===== config.mk =====
export PLATFORM = sky130hd
export DESIGN_NAME = instr_fetch_buffer_flat
export DESIGN_NICKNAME = d
export VERILOG_FILES = /design/src/rtl/instr_fetch_buffer_if.sv /design/src/rtl/instr_fetch_buffer.sv /design/src/flat_wrapper.sv
export SDC_FILE = /design/constraint.sdc
export NUM_CORES = 1
export LEC_CHECK = 0
export CAP_MARGIN = 20
export CORE_UTILIZATION = 45
export CTS_CLUSTER_SIZE = 24
export DETAILED_ROUTE_END_ITERATION = 10
export GPL_TIMING_DRIVEN = 0
export PLACE_DENSITY = 0.67
export SLEW_MARGIN = 30
export SYNTH_ARGS = -nofsm -noshare
export SYNTH_HDL_FRONTEND = slang
export SYNTH_SLANG_ARGS = --single-unit

===== constraint.sdc =====
create_clock -name clock -period 3.9 [get_ports clock]
set_input_delay 0.78 -clock clock [delete_from_list [all_inputs] [get_ports clock]]
set_output_delay 0.78 -clock clock [all_outputs]
set_load 0.1 [all_outputs]

===== src/rtl/instr_fetch_buffer_if.sv =====
`default_nettype none
// ============================================================================
//  Module   : instr_fetch_buffer_if
//  Purpose  : Handshake and decoded-field bundle between the program source,
//             the instruction fetch buffer and the controller.
//  Revision : 1.0
// ============================================================================
interface instr_fetch_buffer_if #(
    parameter int DEPTH   = 4,
    parameter int INSTR_W = 24,
    parameter int DATA_W  = 8
);
    localparam int c_CNT_W = $clog2(DEPTH) + 1;

    logic [INSTR_W-1:0] instr_in;
    logic               instr_in_v;
    logic               instr_in_rdy;
    logic               stalled;
    logic               internal_reset;
    logic [2:0]         opcode;
    logic [2:0]         src1;
    logic [2:0]         src2;
    logic [2:0]         dst;
    logic [DATA_W-1:0]  imm;
    logic               instv;
    logic [c_CNT_W-1:0] count;
    logic               ovf;

    modport master (
        output instr_in, instr_in_v, stalled, internal_reset,
        input  instr_in_rdy, opcode, src1, src2, dst, imm, instv, count, ovf
    );

    modport slave (
        input  instr_in, instr_in_v, stalled, internal_reset,
        output instr_in_rdy, opcode, src1, src2, dst, imm, instv, count, ovf
    );
endinterface
`default_nettype wire


===== src/rtl/instr_fetch_buffer.sv =====
`default_nettype none
// ============================================================================
//  Module   : instr_fetch_buffer
//  Purpose  : Small instruction FIFO that decodes its head entry for the
//             controller, with stall hold, flush and sticky overflow.
//  Revision : 1.0
// ============================================================================
module instr_fetch_buffer #(
    parameter int DEPTH   = 4,
    parameter int INSTR_W = 24,
    parameter int DATA_W  = 8
) (
    input  wire logic           clock,
    input  wire logic           reset,
    instr_fetch_buffer_if.slave bus
);
    localparam int c_PTR_W = $clog2(DEPTH);
    localparam int c_CNT_W = c_PTR_W + 1;
    localparam int c_ENT_W = 12 + DATA_W;
    localparam logic [c_CNT_W-1:0] c_FULL = c_CNT_W'(DEPTH);

    // Entries keep only opcode/register fields and the immediate.
    logic [c_ENT_W-1:0] r_mem [DEPTH];
    logic [c_PTR_W-1:0] r_wr_ptr;
    logic [c_PTR_W-1:0] r_rd_ptr;
    logic [c_CNT_W-1:0] r_count;
    logic               r_ovf;
    logic [c_ENT_W-1:0] r_last;

    logic               w_full;
    logic               w_empty;
    logic               w_flush;
    logic               w_push;
    logic               w_pop;
    logic [c_ENT_W-1:0] w_entry;
    logic [c_ENT_W-1:0] w_head;
    logic [c_ENT_W-1:0] w_show;
    logic               w_unused_rsvd;

    assign w_full        = (r_count == c_FULL);
    assign w_empty       = (r_count == '0);
    assign w_flush       = bus.internal_reset;
    assign w_push        = bus.instr_in_v && !w_full && !w_flush;
    assign w_pop         = !w_empty && !bus.stalled && !w_flush;
    assign w_entry       = {bus.instr_in[INSTR_W-1:12], bus.instr_in[DATA_W-1:0]};
    assign w_unused_rsvd = &{1'b0, bus.instr_in[11:8]};
    assign w_head        = r_mem[r_rd_ptr];
    // When empty, the outputs keep showing the last entry that was at the head.
    assign w_show        = w_empty ? r_last : w_head;

    always_ff @(posedge clock) begin
        if (w_push) begin
            r_mem[r_wr_ptr] <= w_entry;
        end
    end

    always_ff @(posedge clock or negedge reset) begin
        if (!reset) begin
            r_wr_ptr <= '0;
            r_rd_ptr <= '0;
            r_count  <= '0;
            r_ovf    <= 1'b0;
            r_last   <= '0;
        end else begin
            if (!w_empty) begin
                r_last <= w_head;
            end
            if (w_flush) begin
                r_wr_ptr <= '0;
                r_rd_ptr <= '0;
                r_count  <= '0;
            end else begin
                if (bus.instr_in_v && w_full) begin
                    r_ovf <= 1'b1;
                end
                if (w_push) begin
                    r_wr_ptr <= r_wr_ptr + 1'b1;
                end
                if (w_pop) begin
                    r_rd_ptr <= r_rd_ptr + 1'b1;
                end
                case ({w_push, w_pop})
                    2'b10:   r_count <= r_count + 1'b1;
                    2'b01:   r_count <= r_count - 1'b1;
                    default: r_count <= r_count;
                endcase
            end
        end
    end

    assign bus.opcode       = w_show[DATA_W+9 +: 3];
    assign bus.src1         = w_show[DATA_W+6 +: 3];
    assign bus.src2         = w_show[DATA_W+3 +: 3];
    assign bus.dst          = w_show[DATA_W   +: 3];
    assign bus.imm          = w_show[DATA_W-1:0];
    assign bus.instv        = !w_empty;
    assign bus.count        = r_count;
    assign bus.ovf          = r_ovf;
    // Held low while reset is asserted, then follows the registered fill level.
    assign bus.instr_in_rdy = reset && !w_full;
endmodule
`default_nettype wire


===== src/flat_wrapper.sv =====
// flat-port wrapper written by rule: the top's interface ports become plain ports
module instr_fetch_buffer_flat 
#(
    parameter int DEPTH   = 4,
    parameter int INSTR_W = 24,
    parameter int DATA_W  = 8
)
  (clock, reset, bus_instr_in, bus_instr_in_v, bus_stalled, bus_internal_reset, bus_instr_in_rdy, bus_opcode, bus_src1, bus_src2, bus_dst, bus_imm, bus_instv, bus_count, bus_ovf);
  instr_fetch_buffer_if #(.DEPTH(DEPTH), .INSTR_W(INSTR_W), .DATA_W(DATA_W)) bus_i ();
  input  wire logic clock;
  input  wire logic reset;
  input wire logic [$bits(bus_i.instr_in)-1:0] bus_instr_in;
  input wire logic [$bits(bus_i.instr_in_v)-1:0] bus_instr_in_v;
  input wire logic [$bits(bus_i.stalled)-1:0] bus_stalled;
  input wire logic [$bits(bus_i.internal_reset)-1:0] bus_internal_reset;
  output wire logic [$bits(bus_i.instr_in_rdy)-1:0] bus_instr_in_rdy;
  output wire logic [$bits(bus_i.opcode)-1:0] bus_opcode;
  output wire logic [$bits(bus_i.src1)-1:0] bus_src1;
  output wire logic [$bits(bus_i.src2)-1:0] bus_src2;
  output wire logic [$bits(bus_i.dst)-1:0] bus_dst;
  output wire logic [$bits(bus_i.imm)-1:0] bus_imm;
  output wire logic [$bits(bus_i.instv)-1:0] bus_instv;
  output wire logic [$bits(bus_i.count)-1:0] bus_count;
  output wire logic [$bits(bus_i.ovf)-1:0] bus_ovf;
  assign bus_i.instr_in = bus_instr_in;
  assign bus_i.instr_in_v = bus_instr_in_v;
  assign bus_i.stalled = bus_stalled;
  assign bus_i.internal_reset = bus_internal_reset;
  assign bus_instr_in_rdy = bus_i.instr_in_rdy;
  assign bus_opcode = bus_i.opcode;
  assign bus_src1 = bus_i.src1;
  assign bus_src2 = bus_i.src2;
  assign bus_dst = bus_i.dst;
  assign bus_imm = bus_i.imm;
  assign bus_instv = bus_i.instv;
  assign bus_count = bus_i.count;
  assign bus_ovf = bus_i.ovf;
  instr_fetch_buffer #(.DEPTH(DEPTH), .INSTR_W(INSTR_W), .DATA_W(DATA_W)) u_core (.clock(clock), .reset(reset), .bus(bus_i));
endmodule

==> key figures <==
Setup path
  – Critical Path Fanout Max: 10
  – Worst reg2reg path depth: 9
  – Startpoint Class: register
  – Worst EP arrival: 2.97 ns
  – RR Startpoint: u_core.bus.count[0]
  – Worst EP required: 3.12 ns
  – WS Path Type: register to primary output
  – Reg-to-reg critical path endpoint: u_core.bus.count[1]
  – R2R Setup Slk: 1.40 ns
  – CP endpoint kind: primary output

Timing
  – Final WS setup: 0.150 ns
  – Fin Hold WS: 0.328 ns
  – Setup TNS: 0 ns
  – Clock skew: 0.0105 ns
  – Fin crit period: 3.75 ns
  – Max transition margin: 32.7%
  – Max Slew Vio Count: 0
  – Highest clock rate: 267 MHz
  – Final hold viol count: 0
  – RSZ-0062 raised after global routing: no
  – Worst Max-Slew Pin Slew: 1.01 ns
  – Period Utilization, post-route: 96.2%
  – Final setup fails: 0

Floorplan
  – Core Area: 9200 um^2
  – Die H: 99.4 um
  – Initial Util: 46.4%
  – Core Rows: 35
  – Die width: 99.4 um
  – I/O Pins: 55
  – Die area: 9870 um^2

Final layout
  – Nets@finish: 316
  – Area Overhead vs Synth: 19.8%
  – Ratio of cells with drive above 1 in the final layout: 25.1%
  – Antenna cell count: 0
  – Most frequent cells in the layout: 80 x edfxtp_1, 48 x clkdlybuf4s50_1, 28 x dfrtp_1, 20 x mux4_2, 20 x mux2_2
  – Commonest non-fill, non-tap cell in the layout: edfxtp_1

Clock tree
  – Clock Latency Late Sink: 0.36 ns
  – TritonCTS buffer count: 9
  – CTS tree: built
  – Post_cts resized: 0
  – Worst-path clk slew: 0.10 ns
  – Clock Sink Count: 108
  – H-tree Lvls: 3
  – Longest Clk Path Bufs: 2
  – Hold buffer count at CTS: 0
  – # Post-CTS Setup Buffers: 0
  – CTS root buffer: clkbuf_8

Route
  – Total Wirelength: 7040 um
  – DR WL/cell: 17.7 um
  – Vias/cell: 5.28
  – DR vias: 2103
  – DR pass1 iterations: 4
  – Iteration-0 DRC Markers: 78
  – # DRC: 0
  – Post-route ant nets: 0

Run status
  – Status: finished, final reports clean

Run
  – MaxCap Viol Count: 0

GRT
  – GRT Residual Overflow: 0
  – Largest net degree at the start of global routing: 21
  – GRT Total Usage: 15.6%
  – GR Util met2: 26.3%
  – Met1 usage: 19.9%
  – Initial antenna violation count: 0
  – Met3 GRT Util: 2.46%
  – Global-route wire length before repair: 11000 um
  – Number of global-route vias before repair: 2106
  – GR peak layer: met2

Synth
  – Syn_area_per_cell: 19.3 um^2
  – Post-synthesis sequential area ratio: 72.7%
  – Post-Syn Area: 4270 um^2
  – Yosys Warn Count: 0
  – Synth Instances: 221
  – Synthesized Nets: 255
  – Number of flops mapped to enable cells by yosys: 80
  – Count of state elements after synthesis: 108
  – Distinct cell type count after synthesis: 36
  – Async S/R FF share, synth: 25.9%
  – Predominant post-synthesis flop cell: edfxtp_1

Worst hold path
  – HP Class: primary input to async pin

Place
  – GP Congestion: 0.773
  – Sum of net half-perimeters after detailed placement: 4520 um
  – Pre-CTS setup slack: 0.482 ns
  – Port Buffers: 49
## flip-flops by register name (all words and copies together), names as in the netlist
register / count
u_core.r_rd_ptr: 2
u_core.r_mem: 80
u_core.bus.count: 3
u_core.r_wr_ptr: 2
u_core.r_last: 20
u_core.bus.ovf: 1
## cell families after synthesis
logic type      synth area share, %
fa+ha+maj                      1.64
buf+inv                        2.70
mux                            16.1
flops                          72.7
xor+xnor                      0.616
compound gates                 2.58
simple gates                   3.67
## critical path, cell delays in order (launching register included)
cell and delay [ns]:
dfrtp_1 0.44, buf_2 0.20, nor3_4 0.34, buf_4 0.28, mux2_2 0.38, clkdlybuf4s50_1 0.98
## layer usage
layer	up-vias	part of all wire, %
met4	0	1.5
met2	39	52
met3	10	3.2
met5	-	0
met1	1076	43
li1	978	-
## cell usage after synthesis (all sizes together) (2+ instances only)
library cell / count / area, um^2
a21o: 2 / 15.0
nand2: 3 / 11.3
nor2: 6 / 22.5
xnor2: 2 / 17.5
mux2: 20 / 225
nor3: 4 / 31.3
nor3b: 2 / 15.0
clkbuf: 3 / 11.3
o21ai: 3 / 15.0
dfrtp: 28 / 701
a21oi: 7 / 35.0
buf: 10 / 81.3
inv: 6 / 22.5
mux4: 20 / 450
and2: 4 / 25.0
edfxtp: 80 / 2400
o211ai: 3 / 22.5
nand2b: 3 / 18.8
ha: 4 / 50.1
## through the flow
stage          cells  cell area, um^2  utilization (%)
6_report         398             5110             55.6
2_1_floorplan    221             4270                -
3_3_place_gp     381             4900             53.2
5_1_grt          398             5110             55.6
4_1_cts          398             5110             55.6
3_5_place_dp     382             4920             53.5
## how the worst max path moves through the flow
stage,end,cells past startpoint,startpoint,slack [ns]
detailed placement,bus_instr_in_rdy,4,reset,0.48
CTS,bus_imm[2],5,u_core.bus.count[0],0.1
global placement,bus_instr_in_rdy,3,reset,-0.55
floorplan,bus_instr_in_rdy,3,u_core.bus.count[1],0.39
finish,bus_imm[0],5,u_core.bus.count[0],0.15
global route,bus_src1[0],5,u_core.bus.count[0],0.01
## area by class of cell
type	count	area (um^2)
repair buffers	50	513
fillers	715	4090
multi-input cells	94	1050
well taps	111	139
plain buffers	13	92.6
flip-flops and latches	108	3100
clock inverters	6	58.8
inverters	6	22.5
clock buffers	10	128
Power is left out: the tool's default activity adds up to more than one toggle a clock period on the data nets, which glitch-free logic cannot reach.
